===== config.mk =====
export PLATFORM = sky130hd
export DESIGN_NAME = ysyx_040750_clint
export DESIGN_NICKNAME = d
export VERILOG_FILES = /design/src/rtl/ysyx_040750_clint_pkg.sv /design/src/rtl/ysyx_040750_clint_timer.sv /design/src/rtl/ysyx_040750_clint.sv
export SDC_FILE = /design/constraint.sdc
export NUM_CORES = 1
export LEC_CHECK = 0
export CAP_MARGIN = 20
export CORE_MARGIN = 1.5
export CORE_UTILIZATION = 42
export DETAILED_ROUTE_END_ITERATION = 7
export GPL_TIMING_DRIVEN = 0
export SYNTH_ARGS = -nofsm -noshare
export SYNTH_HDL_FRONTEND = slang
export SYNTH_SLANG_ARGS = --single-unit

===== constraint.sdc =====
create_clock -name I_sys_clk -period 2.7 [get_ports I_sys_clk]
set_clock_uncertainty 0.05 [all_clocks]
set_input_delay 0.81 -clock I_sys_clk [delete_from_list [all_inputs] [get_ports I_sys_clk]]
set_output_delay 0.81 -clock I_sys_clk [all_outputs]
set_load 0.02 [all_outputs]

===== src/rtl/ysyx_040750_clint_pkg.sv =====
// Shared definitions for the CLINT: register offsets, handshake states,
// the mtimecmp reset value and the byte-lane write merge helper.
package ysyx_040750_clint_pkg;

    localparam logic [15:0] MSIP_OFFSET     = 16'h0000;
    localparam logic [15:0] MTIMECMP_OFFSET = 16'h4000;
    localparam logic [15:0] MTIME_OFFSET    = 16'hBFF8;

    localparam logic [63:0] MTIMECMP_RST    = 64'hFFFF_FFFF_FFFF_FFFF;

    typedef enum logic {
        ST_IDLE = 1'b0,
        ST_RESP = 1'b1
    } hs_state_e;

    typedef enum logic [1:0] {
        REG_NONE     = 2'd0,
        REG_MSIP     = 2'd1,
        REG_MTIMECMP = 2'd2,
        REG_MTIME    = 2'd3
    } reg_sel_e;

    // Replace only the byte lanes whose strobe bit is set.
    function automatic logic [63:0] merge_wstrb(input logic [63:0] old_val,
                                                input logic [63:0] new_val,
                                                input logic [7:0]  wstrb);
        logic [63:0] mask;
        for (int b = 0; b < 8; b++) begin
            mask[b*8 +: 8] = {8{wstrb[b]}};
        end
        return (old_val & ~mask) | (new_val & mask);
    endfunction

endpackage


===== src/rtl/ysyx_040750_clint_timer.sv =====
// Machine timer: prescaler, free-running mtime, mtimecmp and the registered
// timer interrupt pending flag.
module ysyx_040750_clint_timer
    import ysyx_040750_clint_pkg::*;
#(
    parameter int TICK_DIV = 1
) (
    input  logic        I_sys_clk,
    input  logic        I_rst_n,
    input  logic        mtime_wen,
    input  logic        mtimecmp_wen,
    input  logic [63:0] wdata,
    input  logic [7:0]  wstrb,
    output logic [63:0] mtime,
    output logic [63:0] mtimecmp,
    output logic        mtip
);

    localparam int              PRE_W    = (TICK_DIV > 1) ? $clog2(TICK_DIV) : 1;
    localparam logic [PRE_W-1:0] PRE_LAST = PRE_W'(TICK_DIV - 1);

    logic [PRE_W-1:0] prescaler;
    logic             tick;

    assign tick = (prescaler == PRE_LAST);

    // Prescaler wraps every TICK_DIV cycles; an mtime write restarts the period.
    always_ff @(posedge I_sys_clk or negedge I_rst_n) begin
        if (!I_rst_n) begin
            prescaler <= '0;
        end else if (mtime_wen || tick) begin
            prescaler <= '0;
        end else begin
            prescaler <= prescaler + 1'b1;
        end
    end

    // mtime advances on each prescaler wrap; a bus write takes priority.
    always_ff @(posedge I_sys_clk or negedge I_rst_n) begin
        if (!I_rst_n) begin
            mtime <= 64'd0;
        end else if (mtime_wen) begin
            mtime <= merge_wstrb(mtime, wdata, wstrb);
        end else if (tick) begin
            mtime <= mtime + 64'd1;
        end
    end

    // mtimecmp only changes on a bus write.
    always_ff @(posedge I_sys_clk or negedge I_rst_n) begin
        if (!I_rst_n) begin
            mtimecmp <= MTIMECMP_RST;
        end else if (mtimecmp_wen) begin
            mtimecmp <= merge_wstrb(mtimecmp, wdata, wstrb);
        end
    end

    // Interrupt pending follows the unsigned compare one cycle later.
    always_ff @(posedge I_sys_clk or negedge I_rst_n) begin
        if (!I_rst_n) begin
            mtip <= 1'b0;
        end else begin
            mtip <= (mtime >= mtimecmp);
        end
    end

endmodule


===== src/rtl/ysyx_040750_clint.sv =====
// Core-local interruptor: MMIO decode, MSIP register, request/response
// handshake and the machine timer instance.
module ysyx_040750_clint
    import ysyx_040750_clint_pkg::*;
#(
    parameter logic [31:0] BASE_ADDR = 32'h0200_0000,
    parameter int          TICK_DIV  = 1
) (
    input  logic        I_sys_clk,
    input  logic        I_rst_n,
    input  logic        I_req_valid,
    output logic        O_req_ready,
    input  logic        I_req_wen,
    input  logic [31:0] I_req_addr,
    input  logic [63:0] I_req_wdata,
    input  logic [7:0]  I_req_wstrb,
    output logic        O_resp_valid,
    input  logic        I_resp_ready,
    output logic [63:0] O_resp_rdata,
    output logic        O_resp_err,
    output logic        O_mtip,
    output logic        O_msip
);

    hs_state_e   state_q;
    hs_state_e   state_d;
    reg_sel_e    sel;
    logic        req_fire;
    logic        msip_q;
    logic [63:0] rd_val;
    logic [63:0] resp_rdata_q;
    logic        resp_err_q;
    logic [63:0] mtime;
    logic [63:0] mtimecmp;
    logic        mtime_wen;
    logic        mtimecmp_wen;

    assign req_fire     = I_req_valid && O_req_ready;
    assign mtime_wen    = req_fire && I_req_wen && (sel == REG_MTIME) && (I_req_wstrb != 8'h00);
    assign mtimecmp_wen = req_fire && I_req_wen && (sel == REG_MTIMECMP);
    assign O_msip       = msip_q;
    assign O_resp_rdata = resp_rdata_q;
    assign O_resp_err   = resp_err_q;

    // Address decode; an exact offset match already implies 8-byte alignment.
    always_comb begin
        sel = REG_NONE;
        if (I_req_addr[31:16] == BASE_ADDR[31:16]) begin
            case (I_req_addr[15:0])
                MSIP_OFFSET:     sel = REG_MSIP;
                MTIMECMP_OFFSET: sel = REG_MTIMECMP;
                MTIME_OFFSET:    sel = REG_MTIME;
                default:         sel = REG_NONE;
            endcase
        end
    end

    // Read mux over the current (pre-update) register values.
    always_comb begin
        rd_val = 64'd0;
        case (sel)
            REG_MSIP:     rd_val = {63'd0, msip_q};
            REG_MTIMECMP: rd_val = mtimecmp;
            REG_MTIME:    rd_val = mtime;
            default:      rd_val = 64'd0;
        endcase
    end

    // Handshake state register.
    always_ff @(posedge I_sys_clk or negedge I_rst_n) begin
        if (!I_rst_n) begin
            state_q <= ST_IDLE;
        end else begin
            state_q <= state_d;
        end
    end

    // Next state and handshake outputs: one transaction in flight at most.
    always_comb begin
        state_d      = state_q;
        O_req_ready  = 1'b0;
        O_resp_valid = 1'b0;
        case (state_q)
            ST_IDLE: begin
                O_req_ready = 1'b1;
                if (I_req_valid) begin
                    state_d = ST_RESP;
                end
            end
            ST_RESP: begin
                O_resp_valid = 1'b1;
                if (I_resp_ready) begin
                    state_d = ST_IDLE;
                end
            end
            default: state_d = ST_IDLE;
        endcase
    end

    // Capture the response at acceptance so it stays stable while waiting.
    always_ff @(posedge I_sys_clk or negedge I_rst_n) begin
        if (!I_rst_n) begin
            resp_rdata_q <= 64'd0;
            resp_err_q   <= 1'b0;
        end else if (req_fire) begin
            resp_err_q   <= (sel == REG_NONE);
            resp_rdata_q <= (!I_req_wen && (sel != REG_NONE)) ? rd_val : 64'd0;
        end
    end

    // MSIP keeps only bit 0; the remaining lanes are ignored.
    always_ff @(posedge I_sys_clk or negedge I_rst_n) begin
        if (!I_rst_n) begin
            msip_q <= 1'b0;
        end else if (req_fire && I_req_wen && (sel == REG_MSIP) && I_req_wstrb[0]) begin
            msip_q <= I_req_wdata[0];
        end
    end

    ysyx_040750_clint_timer #(
        .TICK_DIV (TICK_DIV)
    ) u_timer (
        .I_sys_clk    (I_sys_clk),
        .I_rst_n      (I_rst_n),
        .mtime_wen    (mtime_wen),
        .mtimecmp_wen (mtimecmp_wen),
        .wdata        (I_req_wdata),
        .wstrb        (I_req_wstrb),
        .mtime        (mtime),
        .mtimecmp     (mtimecmp),
        .mtip         (O_mtip)
    );

endmodule


# After elaboration in Yosys (flattened, before gate mapping)
# Index checks and enable logic that the tools add are counted.
# op_classes
n_addsub	2
magnitude_cmp	1
eq_ne	7
mux	12
bitwise_logic	8
n_reduce_logical	14
# op_table
cell	n
AND 64 bit	3
two-way mux 64 bit	3
one-hot mux 64 bit (3 select lines)	1
bitwise OR 64 bit	2
adder 64 x 1 -> 64 bit, second input constant	1
greater-or-equal comparator 64 bit	1
inverter 64 bit	1
equality test 16 x 10 -> 1 bit, second input constant	1
equality test 16 x 15 -> 1 bit, second input constant	1
equality test 16 bit, second input constant	1
zero test 16 bit	1
logical AND 1 bit	8
nonzero test 8 bit	1
one-hot mux 2 bit (3 select lines)	1
two-way mux 1 bit	5
equality test 2 bit, second input constant	2
equality test 2 x 1 -> 1 bit, second input constant	1
zero test 2 bit	1
two-way mux 2 bit	1
!= test 2 x 1 -> 1 bit, second input constant	1
inverter 1 bit	2
one-hot mux 1 bit (2 select lines)	1
nonzero test 2 bit	1
adder 1 bit, second input constant	1
other kinds (2)	2
# totals
ff_bits	197
input_bits	109
out_inout_bits	69
wordCells	52

# Depth between registers and ports, before layout
# logic_depth
word_depth	8
ltp_mapped	10
ltp_nobuf	9

# By module
# A second synthesis with hierarchy kept.
# hier_totals
hier_cells	1178
hier_area_um2	11683.7
# modules_own_cells
module	instances	cells_each	area_per_inst_um2	seq_area_each_um2
ysyx_040750_clint_timer	1	857	8548.2	3333.2
ysyx_040750_clint	1	321	3135.5	1676.6

# Least setup slack after synthesis
# Ideal clock, no wire load.
# synth_path
path_type	input-to-reg
from	in I_req_wstrb[5]
to	reg (tool-made name)
setup_time_ns	0.125
arrival_time_ns	2.688
required_time_ns	2.525
path_slack_ns	-0.163
stages	8
path_buffers	1
cell_sequence	clkbuf_2 or4_4 o211ai_4 nor4_4 nor4_4 nand2_1 nor2_1 mux2_2
# synth_rtl
element	line_no	text
start, declared	ysyx_040750_clint.sv:16	input logic [7:0] I_req_wstrb,

==> metrics.md <==
| Metric | Value |
|---|---|
| Crit end category | `flip-flop` |
| Final Util | `between 50% and 60%` |
| Worst hold slack | `about 0.33 ns` |
| WL per Instance | `around 20 um` |
| CP Launch Type | `flip-flop` |
| Placed cell count | `~1,700` |
| Share of layout cells above drive strength 1 | `between 20% and 30%` |
| RSZ-0062 raised after global routing | `yes` |
| Max Root-Sink Buffers | `2` |
| Top post-synthesis cells by area | `dfrtp_1, dfstp_2, ha_1` |
| Cell row count | `59` |
| Failing checks | `DRC` |
| Placed Area | `~0.014 mm2` |
| Synth top cells by count | `nand2_1, dfrtp_1, o21ai_0` |
| Diodes inserted | `0` |
| Final cell count without fillers | `1,736` |
| CTS tree | `built` |
| Headroom to the max-slew limit | `about 41%` |
| Pre-antenna DRT Iters | `8` |
| GP Congestion | `0.868` |
| Synthesis-to-layout area growth | `32.6%` |
| Sequential fraction of the synthesis area | `44.6%` |
| # DRC | `17` |
| Fillers | `around 2,400` |
| Port bufs | `175` |
| Via density | `just under 6` |
| Final Hold Vio Count | `0` |
| Final wirelength | `between 30 and 40 mm` |
| Max Fanout on Critical Path | `8` |
| Synthesized area | `between 0.01 and 0.015 mm2` |
| Largest net degree at the start of global routing | `110` |
| Critical Path RT | `a little under 3 ns` |
| Yosys Warn Count | `0` |
| Area leader, netlist | `dfrtp_1` |
| H-Tree Depth | `4` |
| Worst-path clk slew | `0.08 ns` |
| Status | `finished with violations` |
| Clock Sinks | `197` |
| Syn Inst Count | `1,158` |
| Crit path DAT | `2.97 ns` |
| Chip width | `roughly 170 um` |
| Final setup fails | `0` |
| Overall routing resource usage | `25.0%` |
| Finished Cell Area | `between 0.01 and 0.015 mm2` |
| Tcrit/Tclk final | `roughly 100%` |
| Total CTS buffers | `17` |
| Crit path setup slack, layout | `between 0.004 and 0.005 ns` |
| Max Slew Vio Count | `0` |
| Worst hold path type | `input pin to asynchronous set/reset pin` |
| FMAX | `0.371 GHz` |
| Vias | `10,000` |
| Die height | `between 150 and 200 um` |
| Pwr dens | `~450 mW/mm2` |
| Total grt overflow | `0` |
| CTS root buffer | `clkbuf_16` |
| # IOs | `between 150 and 200` |
| Net count after synthesis | `1,332` |
| Worst skew pair latency | `roughly 0.45 ns` |
| Pre-CTS WS | `-1.49 ns` |
| P_leak | `around 5.9 nW` |
| Die ar. | `around 0.028 mm2` |
| Top FF cell, synth | `dfrtp_1` |
| DP HPWL | `around 25 mm` |
| Post-synth EDFFs | `0` |
| Synth top area share | `29.6%` |
| Syn_area_per_cell | `a little under 10 um2` |
| Peak VDD IR | `around 0.00036 V` |
| Initial Util | `43.0%` |
| Layout Nets | `1,563` |
| Setup CP Type | `flip-flop to flip-flop` |
| Top-count cell post-synth | `nand2_1` |
| Remaining antenna violation count | `0` |
| Vias in the first global route | `slightly below 10,000` |
| First-pass GRT wire length | `between 50 and 60 mm` |
| #FFs+latches synth | `around 200` |
| Min Tclk post-route | `2.70 ns` |
| Hold buffer count at cts | `0` |
| Core Area | `~0.026 mm2` |
| Post-synth cell types | `74` |
| Asr flop ratio synth | `100%` |
| Initial DRC Count | `~660` |
| Least-Margin Pin Slew | `about 0.88 ns` |
| Antenna violations before repair | `0` |
| Max Cap Violations | `0` |
[metrics by stage]
step	setup TNS (ns)	total power, mW
after global placement	-1593.98	4.00
final	0	6.69
after global routing	-0.213	6.96
after CTS	0	6.69
after detailed placement	-220.24	4.01
after floorplan	-4.20	3.58
[cells in the final DEF (no fill, tap or decap), types with 14 or more instances in the layout]
cell type,instances
a21oi_1,48
a22oi_1,70
buf_4,31
clkbuf_16,19
clkbuf_2,19
clkdlybuf4s50_1,136
dfrtp_1,130
dfstp_2,64
ha_1,65
inv_1,70
mux2_2,64
nand2_1,117
nand3_1,42
nand4_1,27
nor2_1,54
nor3_1,18
o211ai_1,15
o21ai_0,94
o21ai_1,14
[where the power goes]
group | total, mW | internal (mW) | leakage [nW] | switching, mW
combinational | 0.871 | 0.376 | 3.20 | 0.495
clock | 2.65 | 1.39 | 0.270 | 1.26
sequential | 3.16 | 3.03 | 2.39 | 0.130
[logic make-up after synthesis]
logic type               after synthesis  synth area share (%)
other                                  1                0.0334
AO/OA/AOI/OAI                        334                  19.6
multiplexers                          70                  6.96
AND/OR/NAND/NOR                      369                  17.1
adder cells (fa/ha/maj)               65                  7.23
flip-flops                           197                  44.6
buffers and inverters                122                  4.51
[path summary, 6_finish.rpt]
kind / endpoint / slack (ns) / cells after the start
setup reg to reg: flip-flop / 0.004 / 9
hold / removal: O_resp_rdata[4] / 0.33 / 1
setup / recovery: flip-flop / 0.004 / 9
min in group I_sys_clk: O_resp_rdata[2] / 0.43 / 2
hold reg to reg: O_resp_rdata[2] / 0.43 / 2
max in group asynchronous: asynchronous set/reset pin / 1.29 / 2
[critical path, cell delays in order, from the launching register on]
cell,delay (ns)
dfrtp_1,0.35
clkbuf_1,0.31
nand3_1,0.23
nor4_4,0.34
nand4_1,0.25
buf_4,0.23
nor3_2,0.30
and2_1,0.21
nor3_1,0.06
a221oi_1,0.26
[final cells by class]
class,instances,area (um2),share of cell area (%)
plain buffers,50,422,2.83
clock buffers,17,425,2.85
clock inverters,14,165,1.11
inverters,70,263,1.76
multi-input cells,839,6070,40.7
flip-flops and latches,197,5010,33.6
well taps,335,419,2.81
repair buffers,214,2130,14.3
[repair_timing]
item	in CTS	in global routing
pin swaps	31	23
cloned	3	2
endpoints found under the setup margin	193	89
gates resized for setup	151	83
setup buffers	25	8
[per-layer routing]
layer  track usage (%)  routed length (um)  vias to the layer above
met1              34.9               15800                     4961
met5                 0                   0                        -
li1                  -                   -                     4745
met4              7.27                 641                        0
met3              4.11                1840                       36
met2              40.1               16500                      292
(Power assumes the default switching activity.)
